## config.mk

```make
export PLATFORM = sky130hd
export DESIGN_NAME = cbx_param_ccff
export DESIGN_NICKNAME = d
export VERILOG_FILES = /design/src/rtl/cbx_pkg.sv /design/src/rtl/cbx_pin_mux.sv /design/src/rtl/cbx_param_ccff.sv
export SDC_FILE = /design/constraint.sdc
export NUM_CORES = 1
export LEC_CHECK = 0
export CORE_UTILIZATION = 35
export CTS_BUF_LIST = sky130_fd_sc_hd__clkbuf_8
export DETAILED_ROUTE_END_ITERATION = 10
export PLACE_DENSITY_LB_ADDON = 0.05
export SYNTH_ARGS = -nofsm -noshare
export SYNTH_HDL_FRONTEND = slang
export SYNTH_SLANG_ARGS = --single-unit
export TNS_END_PERCENT = 30
```

## constraint.sdc

```tcl
create_clock -name prog_clk -period 2.23 [get_ports prog_clk]
set_input_delay 0.223 -clock prog_clk [delete_from_list [all_inputs] [get_ports prog_clk]]
set_output_delay 0.223 -clock prog_clk [all_outputs]
set_load 0.02 [all_outputs]
```

## src/rtl/cbx_pkg.sv

```systemverilog
// Shared types and helpers for the X-channel connection block.
// Pure declarations: no logic, no latency, no flow control.
package cbx_pkg;

    typedef enum logic [1:0] {
        EMPTY   = 2'd0,
        LOADING = 2'd1,
        FULL    = 2'd2
    } cfg_state_e;

    function automatic int sel_width(input int mux_size);
        return $clog2(mux_size + 1);
    endfunction

    // Inputs come in left/right pairs; each pair steps TRACK_STEP tracks further round the channel.
    function automatic int track_of(input int pin, input int k, input int step, input int chan_w);
        return (pin + (k / 2) * step) % chan_w;
    endfunction

endpackage

```

## src/rtl/cbx_pin_mux.sv

```systemverilog
// One grid pin: binary-select decode and mux; select 0 or out of range drives 0.
// Purely combinational, no flow control.
module cbx_pin_mux #(
    parameter int MUX_SIZE = 6,
    parameter int SEL_W    = 3
) (
    input  logic [SEL_W-1:0]    sel,
    input  logic                en,
    input  logic [MUX_SIZE-1:0] mux_in,
    output logic                pin
);

    always_comb begin
        pin = 1'b0;
        if (en) begin
            for (int k = 0; k < MUX_SIZE; k++) begin
                if (sel == SEL_W'(k + 1)) begin
                    pin = mux_in[k];
                end
            end
        end
    end

endmodule

```

## src/rtl/cbx_param_ccff.sv

```systemverilog
// X-channel connection block with a double-buffered serial config chain; commit has one-edge latency.
// No backpressure; CBX_CFG_PARITY_EN adds an even-parity MSB to the chain and the cfg_par_ok port.
module cbx_param_ccff
    import cbx_pkg::*;
#(
    parameter int CHAN_W     = 9,
    parameter int NUM_PINS   = 11,
    parameter int MUX_SIZE   = 6,
    parameter int TRACK_STEP = 4
) (
    input  logic                prog_clk,
    input  logic                pReset_n,
    input  logic [CHAN_W-1:0]   chanx_left_in,
    input  logic [CHAN_W-1:0]   chanx_right_in,
    output logic [CHAN_W-1:0]   chanx_left_out,
    output logic [CHAN_W-1:0]   chanx_right_out,
    output logic [NUM_PINS-1:0] grid_pin,
    input  logic                cfg_en,
    input  logic                ccff_head,
    output logic                ccff_tail,
    input  logic                cfg_commit,
    output logic                cfg_full,
    output logic                cfg_valid,
    output logic                cfg_err
`ifdef CBX_CFG_PARITY_EN
    ,
    output logic                cfg_par_ok
`endif
);

    localparam int SEL_W    = sel_width(MUX_SIZE);
    localparam int CFG_BITS = NUM_PINS * SEL_W;
`ifdef CBX_CFG_PARITY_EN
    localparam int CHAIN_LEN = CFG_BITS + 1;
`else
    localparam int CHAIN_LEN = CFG_BITS;
`endif
    localparam int              CNT_W   = $clog2(CHAIN_LEN + 1);
    localparam logic [CNT_W-1:0] CNT_MAX = CNT_W'(CHAIN_LEN);

    logic [CHAIN_LEN-1:0] chain_q;
    logic [CFG_BITS-1:0]  active_q;
    logic [CNT_W-1:0]     cnt_q, cnt_d, cnt_base;
    cfg_state_e           state_q, state_d;
    logic                 valid_q, err_q;
    logic                 accept, reject, par_good, clear_cnt;

`ifdef CBX_CFG_PARITY_EN
    logic par_ok_q;
    assign par_good   = ~(^chain_q);
    assign cfg_par_ok = par_ok_q;
`else
    assign par_good = 1'b1;
`endif

    always_comb begin
        accept    = 1'b0;
        reject    = 1'b0;
        cnt_base  = cnt_q;
        cnt_d     = cnt_q;
        state_d   = state_q;
        if (cfg_commit) begin
            if (state_q == FULL && par_good) begin
                accept = 1'b1;
            end else begin
                reject = 1'b1;
            end
        end
        // A full chain is consumed by any commit; only a parity failure can reject one.
        clear_cnt = accept | (reject & (state_q == FULL));
        if (clear_cnt) begin
            cnt_base = '0;
        end
        cnt_d = cnt_base;
        if (cfg_en && cnt_base != CNT_MAX) begin
            cnt_d = cnt_base + 1'b1;
        end
        if (cnt_d == '0) begin
            state_d = EMPTY;
        end else if (cnt_d == CNT_MAX) begin
            state_d = FULL;
        end else begin
            state_d = LOADING;
        end
    end

    always_ff @(posedge prog_clk or negedge pReset_n) begin
        if (!pReset_n) begin
            state_q <= EMPTY;
            cnt_q   <= '0;
        end else begin
            state_q <= state_d;
            cnt_q   <= cnt_d;
        end
    end

    always_ff @(posedge prog_clk or negedge pReset_n) begin
        if (!pReset_n) begin
            chain_q  <= '0;
            active_q <= '0;
            valid_q  <= 1'b0;
            err_q    <= 1'b0;
`ifdef CBX_CFG_PARITY_EN
            par_ok_q <= 1'b0;
`endif
        end else begin
            if (cfg_en) begin
                chain_q <= {chain_q[CHAIN_LEN-2:0], ccff_head};
            end
            if (accept) begin
                active_q <= chain_q[CFG_BITS-1:0];
                valid_q  <= 1'b1;
`ifdef CBX_CFG_PARITY_EN
                par_ok_q <= 1'b1;
`endif
            end
            err_q <= reject;
        end
    end

    assign ccff_tail       = chain_q[CHAIN_LEN-1];
    assign cfg_full        = (state_q == FULL);
    assign cfg_valid       = valid_q;
    assign cfg_err         = err_q;
    assign chanx_left_out  = chanx_right_in;
    assign chanx_right_out = chanx_left_in;

    for (genvar p = 0; p < NUM_PINS; p++) begin : g_pin
        logic [MUX_SIZE-1:0] mux_in;
        for (genvar k = 0; k < MUX_SIZE; k++) begin : g_in
            localparam int T = track_of(p, k, TRACK_STEP, CHAN_W);
            if (k % 2 == 0) begin : g_left
                assign mux_in[k] = chanx_left_in[T];
            end else begin : g_right
                assign mux_in[k] = chanx_right_in[T];
            end
        end
        cbx_pin_mux #(
            .MUX_SIZE (MUX_SIZE),
            .SEL_W    (SEL_W)
        ) u_mux (
            .sel    (active_q[p*SEL_W +: SEL_W]),
            .en     (valid_q),
            .mux_in (mux_in),
            .pin    (grid_pin[p])
        );
    end

endmodule

```

==> results.yml <==
clock_network:
  numCtsBuffers: 9
  clock_latency_ns: 0.36
  clock_path_buffers: 2
  clk_pin_slew_ns: 0.08
  clockRootBuffer: "clkbuf_8"
  cts_tree: "yes"
  clock_sinks: 76
  ctsHtreeMaxLevel: 3
finish:
  layout_commonest_cell: "nand2_1"
  multi_input_area_um2: 1580
  nets: 484
  design_area_um2: 4647
  synthToLayoutAreaGrowth_pct: 21.81
  fillers: 1079
  final_cell_mix: "nand2_1, dfrtp_1, clkdlybuf4s50_1"
  regArea_um2: 1903
  n_antenna_cell: 0
  final_util_pct: 44.42
  drive_above_1_share_pct: 15.30
sta:
  finClkSkew_ns: 0.007367
  hold_viol: 0
  period_minus_slack_ns: 1.980
  grt_setup_unrepaired: "no"
  fmax_mhz: 505.1
  relSlewSlack_pct: 64.38
  fin_crit_sh_pct: 88.78
  finalSetupViolCount: 0
  hold_slack_ns: 0.3235
  tightestPinTransition_ns: 0.5343
  drv_slew: 0
synthesis:
  avgSynthCellArea_um2: 9.148
  synth_cell_types: 38
  syn_inst: 417
  synth-edff-count: 0
  synth_ff_type: "dfrtp_1"
  ys_seq_elements: 76
  synth_area_um2: 3815
  ys_warn_count: 0
  synthesis.nets: 442
  ys_seq_area_share_pct: 49.85
  synthArstFlopShare_pct: 100.0
route:
  vias: 3012
  drtAntennaViolNets: 0
  drc: 0
  routedWlPerCell_um: 15.20
  drt_iter0_markers: 105
  dr.pass1.iters: 4
  wl_mm: 9.117
  viasPerCell: 5.020
die:
  die_w_um: 106.4
  fp.dieH_um: 106.4
  ioPinCount: 56
  dieArea_um2: 11320
  rows: 37
  initial_utilization_pct: 36.46
  fp.coreArea_um2: 10460
critical_path:
  worst_path_max_delay_cell: "dfrtp_1"
  crit_family: "simple AND/OR/NAND/NOR gates"
  r2r-start: "state_q[0]$_DFF_PN0_"
  crit_chain: "nand3b_1 > and2_1 > ha_1 > xor2_1 > o31ai_1 > nand3_1 > a21o_1"
  crit_arrival_ns: 2.23
  cp-startpoint: "state_q[0]$_DFF_PN0_"
  timing.critical_path.buf_inv: 0
  worstPathRequired_ns: 2.48
  critPathKind: "flop to flop"
  cp_max_fo: 4
  critPathLaunchType: "flop"
  timing.critical_path.to_type: "flop"
  critPathMaxStageDelay_ns: 0.40
outcome:
  status: "complete, no violations"
global_routing:
  grt_pass1_wl_mm: 15.21
  grt_max_degree: 41
  grt_usage_pct: 17.69
  grt_pass1_vias: 2989
  antenna_found_initial: 0
  grt_overflow: 0
job:
  cap_violations: 0
placed_design:
  io_buffers: 55
  gp_congestion: 0.7672
  placed_area_um2: 4395
  dpl.hpwl_mm: 6.452
worst_hold_path:
  hp-class: "input pin to flop"
  hold_start: "cfg_en"
power_and_ir_drop:
  powerDensity_nw_per_um2: 812.5
  p_leak_nw: 2.298
  vdd_drop_max_uv: 284.5
-- routing by layer --
metal,up-vias,wire [µm],global-route usage [%]
met1,1457,4407,23.72
met3,20,420,3.556
met2,85,4059,27.04
met5,-,0,0
met4,0,230,8.929
li1,1450,-,-
-- path summary, 6_finish.rpt --
kind | endpoint | slack (ns) | cells past startpoint
hold reg to reg | active_q[1]$_DFFE_PN0P_ | 0.49 | 2
setup / recovery | state_q[0]$_DFF_PN0_ | 0.25 | 7
hold / removal | cnt_q[3]$_DFF_PN0_ | 0.32 | 4
setup reg to reg | state_q[0]$_DFF_PN0_ | 0.25 | 7
max in group asynchronous | active_q[31]$_DFFE_PN0P_ | 1.28 | 3
min in group asynchronous | active_q[6]$_DFFE_PN0P_ | 0.39 | 2
-- tightest hold or removal path, cell delays in order --
cell and delay [ns]:
buf_2 0.12, nand4_2 0.14, xnor2_1 0.07, nor2_1 0.08
-- stage by stage --
stage	TNS [ns]	setup slack, ns	cells	total power, mW
floorplan	0	0.3285	417	2.368
global placement	0	0.009154	583	2.631
detailed placement	-0.03095	-0.03095	583	2.649
CTS	0	0.008048	600	3.835
global route	0	0.07529	600	4.007
finish	0	0.2502	600	3.776
-- kinds of logic (layout without fill, tap and decap cells) --
logic type | count (synthesis) | after routing | synth area share, %
buf+inv | 58 | 105 | 8.724
xor+xnor | 3 | 3 | 0.6889
fa+ha+maj | 2 | 2 | 0.6558
simple gates | 191 | 191 | 22.01
mux | 34 | 34 | 10.00
flops | 76 | 76 | 49.85
compound gates | 53 | 53 | 8.069
-- cells in the mapped netlist (2+ instances only) --
master	n	area [µm²]
nand3b_1	2	15.01
inv_1	16	60.06
nand2b_1	8	50.05
buf_4	29	217.7
dfrtp_1	76	1902
buf_2	5	25.02
nand2_1	117	439.2
nor3_1	31	155.2
ha_1	2	25.02
mux2_2	33	371.6
clkbuf_1	7	26.28
nor2_1	16	60.06
a31oi_1	11	68.82
o21ai_0	21	105.1
xor2_1	2	17.52
nand3_1	3	15.01
nor2b_1	4	25.02
a21oi_1	12	60.06
nand4_1	2	12.51
and2_1	2	12.51
-- sequential cells by signal (all words and copies together) (netlist names) --
name	flops
active_q	33
cfg_err	1
cfg_valid	1
chain_q	33
cnt_q	6
state_q	2
-- where the power goes --
| part | internal [mW] | switching [mW] |
|---|---|---|
| registers | 1.67 | 0.260 |
| clock network | 0.651 | 0.510 |
| logic | 0.388 | 0.298 |
| total | 2.71 | 1.07 |
-- timing repair --
item / 4_1_cts / 5_1_grt
resized for setup: 3 / 10
hold endpoints to repair: 38 / 0
gates cloned: 0 / 0
setup endpoints to repair: 11 / 10
hold buffers: 1 / 0
pin swaps: 0 / 0
buffers inserted: 0 / 0
-- cell type report --
| cell class | count | area share, % |
|---|---|---|
| sequential | 76 | 40.95 |
| multi-input combinational | 283 | 34.01 |
| timing repair buffer | 73 | 15.40 |
| tap | 136 | 3.662 |
| clock buffer | 10 | 2.962 |
| clock inverter | 6 | 1.723 |
| inverter | 16 | 1.292 |
No activity file was read; power rests on OpenSTA's default activity.
